===== src/rtl/seq_magnitude_comparator_if.sv =====
// Request/result bundle for the chunked magnitude comparator.
// The requester drives operands and start; the comparator returns status and the result.
interface seq_magnitude_comparator_if #(
  parameter int WIDTH = 8,
  parameter int CHUNK = 2
);
  localparam int CW = $clog2(WIDTH / CHUNK + 1);

  logic             start;
  logic             signed_mode;
  logic [WIDTH-1:0] A;
  logic [WIDTH-1:0] B;
  logic             busy;
  logic             done;
  logic             eq;
  logic             a_less_b;
  logic             a_gt_b;
  logic [CW-1:0]    chunks_used;

  modport master (
    output start, signed_mode, A, B,
    input  busy, done, eq, a_less_b, a_gt_b, chunks_used
  );

  modport slave (
    input  start, signed_mode, A, B,
    output busy, done, eq, a_less_b, a_gt_b, chunks_used
  );
endinterface


===== src/rtl/seq_magnitude_comparator.sv =====
// Multi-cycle magnitude comparator: walks two WIDTH-bit operands CHUNK bits per
// cycle from the MSB end, with optional early exit on the first differing chunk.
module seq_magnitude_comparator #(
  parameter int WIDTH      = 8,
  parameter int CHUNK      = 2,
  parameter int EARLY_EXIT = 1
) (
  input logic                   clk,
  input logic                   rst,
  seq_magnitude_comparator_if.slave bus
);
  localparam int NCHUNK = WIDTH / CHUNK;
  localparam int CW     = $clog2(NCHUNK + 1);

  typedef enum logic {IDLE, RUN} state_t;

  state_t           state, state_nxt;
  logic [WIDTH-1:0] a_sh, b_sh;
  logic [CW-1:0]    idx;
  logic             diff_seen, diff_gt;
  logic             busy, load, decide, last;
  logic [CHUNK-1:0] a_top, b_top;
  logic             c_gt, c_lt;
  logic             done_r, eq_r, lt_r, gt_r;
  logic [CW-1:0]    cu_r;

  // Operands shift left each RUN cycle, so the chunk under test is always on top.
  assign a_top = a_sh[WIDTH-1 -: CHUNK];
  assign b_top = b_sh[WIDTH-1 -: CHUNK];
  assign c_gt  = a_top > b_top;
  assign c_lt  = a_top < b_top;
  assign last  = (idx == CW'(NCHUNK - 1));

  always_ff @(posedge clk or posedge rst) begin
    if (rst) state <= IDLE;
    else     state <= state_nxt;
  end

  always_comb begin
    state_nxt = state;
    case (state)
      IDLE:    if (bus.start) state_nxt = RUN;
      RUN:     if (decide)    state_nxt = IDLE;
      default: state_nxt = IDLE;
    endcase
  end

  always_comb begin
    busy   = (state == RUN);
    load   = (state == IDLE) && bus.start;
    decide = busy && (last || ((EARLY_EXIT != 0) && (c_gt || c_lt)));
  end

  // Flipping the sign bit once at capture turns the signed compare of the top
  // chunk into an unsigned one; lower chunks are unaffected.
  always_ff @(posedge clk) begin
    if (load) begin
      a_sh <= bus.A ^ {bus.signed_mode, {(WIDTH-1){1'b0}}};
      b_sh <= bus.B ^ {bus.signed_mode, {(WIDTH-1){1'b0}}};
    end else if (busy) begin
      a_sh <= a_sh << CHUNK;
      b_sh <= b_sh << CHUNK;
    end
  end

  always_ff @(posedge clk or posedge rst) begin
    if (rst) begin
      idx       <= '0;
      diff_seen <= 1'b0;
      diff_gt   <= 1'b0;
      done_r    <= 1'b0;
      eq_r      <= 1'b0;
      lt_r      <= 1'b0;
      gt_r      <= 1'b0;
      cu_r      <= '0;
    end else begin
      done_r <= decide;
      if (load) begin
        idx       <= '0;
        diff_seen <= 1'b0;
      end else if (busy) begin
        idx <= idx + CW'(1);
        if (!diff_seen && (c_gt || c_lt)) begin
          diff_seen <= 1'b1;
          diff_gt   <= c_gt;
        end
      end
      // The first unequal chunk decides; later chunks only matter without early exit.
      if (decide) begin
        if (diff_seen) begin
          eq_r <= 1'b0;
          gt_r <= diff_gt;
          lt_r <= !diff_gt;
        end else begin
          eq_r <= !(c_gt || c_lt);
          gt_r <= c_gt;
          lt_r <= c_lt;
        end
        cu_r <= (EARLY_EXIT != 0) ? idx + CW'(1) : CW'(NCHUNK);
      end
    end
  end

  assign bus.busy        = busy;
  assign bus.done        = done_r;
  assign bus.eq          = eq_r;
  assign bus.a_less_b    = lt_r;
  assign bus.a_gt_b      = gt_r;
  assign bus.chunks_used = cu_r;
endmodule

===== src/flat_wrapper.sv =====
// flat-port wrapper written by rule: the top's interface ports become plain ports
module seq_magnitude_comparator_flat 
#(
  parameter int WIDTH      = 8,
  parameter int CHUNK      = 2,
  parameter int EARLY_EXIT = 1
)
  (clk, rst, bus_start, bus_signed_mode, bus_A, bus_B, bus_busy, bus_done, bus_eq, bus_a_less_b, bus_a_gt_b, bus_chunks_used);
  seq_magnitude_comparator_if #(.WIDTH(WIDTH), .CHUNK(CHUNK)) bus_i ();
  input logic clk;
  input logic rst;
  input wire logic [$bits(bus_i.start)-1:0] bus_start;
  input wire logic [$bits(bus_i.signed_mode)-1:0] bus_signed_mode;
  input wire logic [$bits(bus_i.A)-1:0] bus_A;
  input wire logic [$bits(bus_i.B)-1:0] bus_B;
  output wire logic [$bits(bus_i.busy)-1:0] bus_busy;
  output wire logic [$bits(bus_i.done)-1:0] bus_done;
  output wire logic [$bits(bus_i.eq)-1:0] bus_eq;
  output wire logic [$bits(bus_i.a_less_b)-1:0] bus_a_less_b;
  output wire logic [$bits(bus_i.a_gt_b)-1:0] bus_a_gt_b;
  output wire logic [$bits(bus_i.chunks_used)-1:0] bus_chunks_used;
  assign bus_i.start = bus_start;
  assign bus_i.signed_mode = bus_signed_mode;
  assign bus_i.A = bus_A;
  assign bus_i.B = bus_B;
  assign bus_busy = bus_i.busy;
  assign bus_done = bus_i.done;
  assign bus_eq = bus_i.eq;
  assign bus_a_less_b = bus_i.a_less_b;
  assign bus_a_gt_b = bus_i.a_gt_b;
  assign bus_chunks_used = bus_i.chunks_used;
  seq_magnitude_comparator #(.WIDTH(WIDTH), .CHUNK(CHUNK), .EARLY_EXIT(EARLY_EXIT)) u_core (.clk(clk), .rst(rst), .bus(bus_i));
endmodule

===== config.mk =====
export PLATFORM = sky130hd
export DESIGN_NAME = seq_magnitude_comparator_flat
export DESIGN_NICKNAME = d
export VERILOG_FILES = /design/src/rtl/seq_magnitude_comparator_if.sv /design/src/rtl/seq_magnitude_comparator.sv /design/src/flat_wrapper.sv
export SDC_FILE = /design/constraint.sdc
export NUM_CORES = 1
export LEC_CHECK = 0
export BUFFER_PORTS_ARGS = -buffer_cell sky130_fd_sc_hd__buf_4
export CORE_ASPECT_RATIO = 0.6
export CORE_MARGIN = 5
export CORE_UTILIZATION = 45
export CTS_CLUSTER_SIZE = 25
export DETAILED_ROUTE_END_ITERATION = 10
export MAX_ROUTING_LAYER = met4
export PLACE_DENSITY_LB_ADDON = 0.25
export SYNTH_ARGS = -nofsm -noshare
export SYNTH_HDL_FRONTEND = slang
export SYNTH_SLANG_ARGS = --single-unit

===== constraint.sdc =====
create_clock -name clk -period 2.6 [get_ports clk]
set_clock_uncertainty 0.15 [all_clocks]
set_input_delay 0.13 -clock clk [delete_from_list [all_inputs] [get_ports clk]]
set_output_delay 0.13 -clock clk [all_outputs]
set_load 0.1 [all_outputs]

==> metrics.cfg <==
[placement]
io_buffers=27
gp_congestion=0.792
dp_hpwl_um=1700

[layout]
final_nets=165
nFillCells=220
diodes=0
drive_above_1_share=0.331
area_growth_syn_to_layout_pct=33.2

[drt]
wl_per_cell_um=13.8
drt-total-wl_um=2440
via_per_inst=4.90
drtAntennaViolNets=0
drt_pass1_iterations=4
drtIter0Drc=23
drc=0
vias=863

[setup_path]
crit_path_end_kind=flop
worstReg2RegEnd=u_core.b_sh[6]$_DFFE_PP_
cp.arrival_ns=1.78
path_max_fanout=15
rr_startpoint=u_core.bus.busy$_DFF_PP0_
crit_buf_inv=0
cp-start-kind=flop
critPathKind=flop to flop
cp_top_family=simple AND/OR/NAND/NOR gates
ff2ff_setup_slack_ns=0.70
cp_slowest_cell=nor2b_2
worst_ep_required_time_ns=2.48
reg2reg_depth=2
crit_chain=nor2b_2 -> mux2_2
crit_path_max_incr_delay_ns=0.60

[grt]
grt_start_max_net_pins=18
busiest_layer=met2
gr-usage-met2=0.197
grt_use_met1=0.175
use_met3=0.0722
antenna_found_initial=0
grt.total_usage=0.143
overflow=0
grt_pass1_wl_um=4110
grt_pass1_vias=897

[timing]
rsz0062_at_grt=false
min_period_ns=1.90
tns_ns=0
max_freq_mhz=526
finalCritPeriodShare=0.731
slew_violations=0
maxSlewHeadroom=0.537
hold_viol=0
finalSetupViolations=0
worst_pin_slew_ns=0.692

[worst_hold_path]
hold_class=input port to flop
holdPathEnd=u_core.a_sh[4]$_DFFE_PP_
hp-start=bus_A[4]
worstHoldPathCells=2

[power]
ir_drop_v=0.000674
power.leakage_nw=0.776
pwr_density_cell_nw_per_um2=1340
total_power_mw=2.29

[yosys]
synth_top_cell_by_area=edfxtp_1
syn_nets=121
ys_seq_area_frac=0.627
synth_warnings=0
synth_cells=97
synth_cell_types=22
synthDominantCellAreaShare=0.374
synth.avg_cell_area_um2=13.2
ys_seq_elements=29
synthTopCellsByArea=edfxtp_1 37%, dfrtp_1 25%, mux2_2 7.9%
syn_area_um2=1280

[flow_run]
drv_cap=0

[floorplan]
ioPinCount=28
die_w_um=79.0
row_count=15
core_um2=2800
die_area_um2=4060
start_util=0.460
die_y_um=51.4

[clock_tree]
cts_root_buf=clkbuf_8
cts_htree_levels=2
ctsResizeCount=0
clock_sinks=29
clk_latency_ns=0.28
cts_hold_buf=7
cts.path.max_buffers=2
cts_tree=built
postCtsSetupRepairBufs=0
cts_buffers=5
clk_pin_slew_worst_paths_ns=0.06

[outcome]
status=complete, no violations

-- placed cells by master, fill, tap and decap left out, drive strengths merged --
cell	synthesis	routed
a21o	1	1
a21oi	5	5
a22o	1	1
and2	4	4
buf	2	28
clkbuf	0	8
dfrtp	13	13
dlygate4sd3	0	11
edfxtp	16	16
ha	4	4
inv	10	10
mux2	11	11
nand2	7	7
nor2	6	6
nor2b	3	3
nor3	1	1
o211ai	1	1
o21ai	8	8
o22ai	1	1
o31ai	1	1
xnor2	2	2
-- flip-flops by register name, indices dropped and copies added, names as in the netlist --
name and flops:
u_core.bus.busy 1, u_core.bus.a_gt_b 1, u_core.diff_seen 1, u_core.idx 3, u_core.a_sh 8, u_core.diff_gt 1
u_core.b_sh 8, u_core.bus.eq 1, u_core.bus.a_less_b 1, u_core.bus.done 1, u_core.bus.chunks_used 3
-- kinds of logic after synthesis --
| family | share of synthesized area |
|---|---|
| flops | 0.627 |
| simple gates | 0.0779 |
| xor+xnor | 0.0136 |
| fa+ha+maj | 0.0389 |
| mux | 0.102 |
| compound gates | 0.0906 |
| buf+inv | 0.0497 |
-- per-stage QoR --
| step | setup WS, ns | hold slack (ns) | cells | utilization | cell area [um^2] |
|---|---|---|---|---|---|
| global route | 0.616 | 0.00257 | 176 | 0.612 | 1710 |
| global placement | 0.761 | 0.0264 | 157 | 0.540 | 1510 |
| finish | 0.700 | 0.00321 | 176 | 0.612 | 1710 |
| floorplan | 0.458 | -0.143 | 97 | - | 1280 |
| detailed placement | 0.704 | 0.0431 | 157 | 0.540 | 1510 |
| CTS | 0.694 | 0.00282 | 172 | 0.598 | 1670 |
-- synthesized netlist by cell type --
library cell,n
a21o_1,1
a21oi_1,5
a22o_1,1
and2_1,4
buf_6,1
buf_8,1
dfrtp_1,13
edfxtp_1,16
ha_1,4
inv_1,10
mux2_2,9
mux2_4,2
nand2_1,7
nor2_1,6
nor2b_1,2
nor2b_2,1
nor3_1,1
o211ai_1,1
o21ai_0,8
o22ai_1,1
o31ai_4,1
xnor2_1,2
-- power by group --
part / leakage [nW] / switching [mW] / internal (mW)
Clock: 0.0455 / 0.163 / 0.215
Combinational: 0.400 / 0.727 / 0.346
Sequential: 0.330 / 0.103 / 0.739
-- how the worst max path moves through the flow --
stage	startpoint	end	slack, ns	cells past startpoint
2_1_floorplan	u_core.bus.busy$_DFF_PP0_	u_core.a_sh[0]$_SDFFCE_PN0P_	0.46	2
3_3_place_gp	u_core.bus.busy$_DFF_PP0_	u_core.a_sh[5]$_DFFE_PP_	0.76	2
3_5_place_dp	u_core.bus.busy$_DFF_PP0_	u_core.b_sh[4]$_DFFE_PP_	0.70	2
4_1_cts	u_core.bus.busy$_DFF_PP0_	u_core.b_sh[6]$_DFFE_PP_	0.69	2
5_1_grt	u_core.idx[0]$_DFFE_PP0P_	u_core.bus.chunks_used[1]$_DFFE_PP0P_	0.62	4
6_report	u_core.bus.busy$_DFF_PP0_	u_core.b_sh[6]$_DFFE_PP_	0.70	2
-- metal layers --
layer	wire length, um	part of all wire
met5	0	0
met4	36	0.015
met3	153	0.063
met2	1120	0.46
met1	1130	0.46
-- cell type report --
type | instances | area [um^2] | share of cell area
flip-flops and latches | 29 | 806 | 0.471
multi-input cells | 56 | 415 | 0.243
repair buffers | 39 | 320 | 0.187
clock buffers | 8 | 90.1 | 0.0526
well taps | 34 | 42.5 | 0.0249
inverters | 10 | 37.5 | 0.0219
Note: power is estimated with default switching activity, not from simulation.
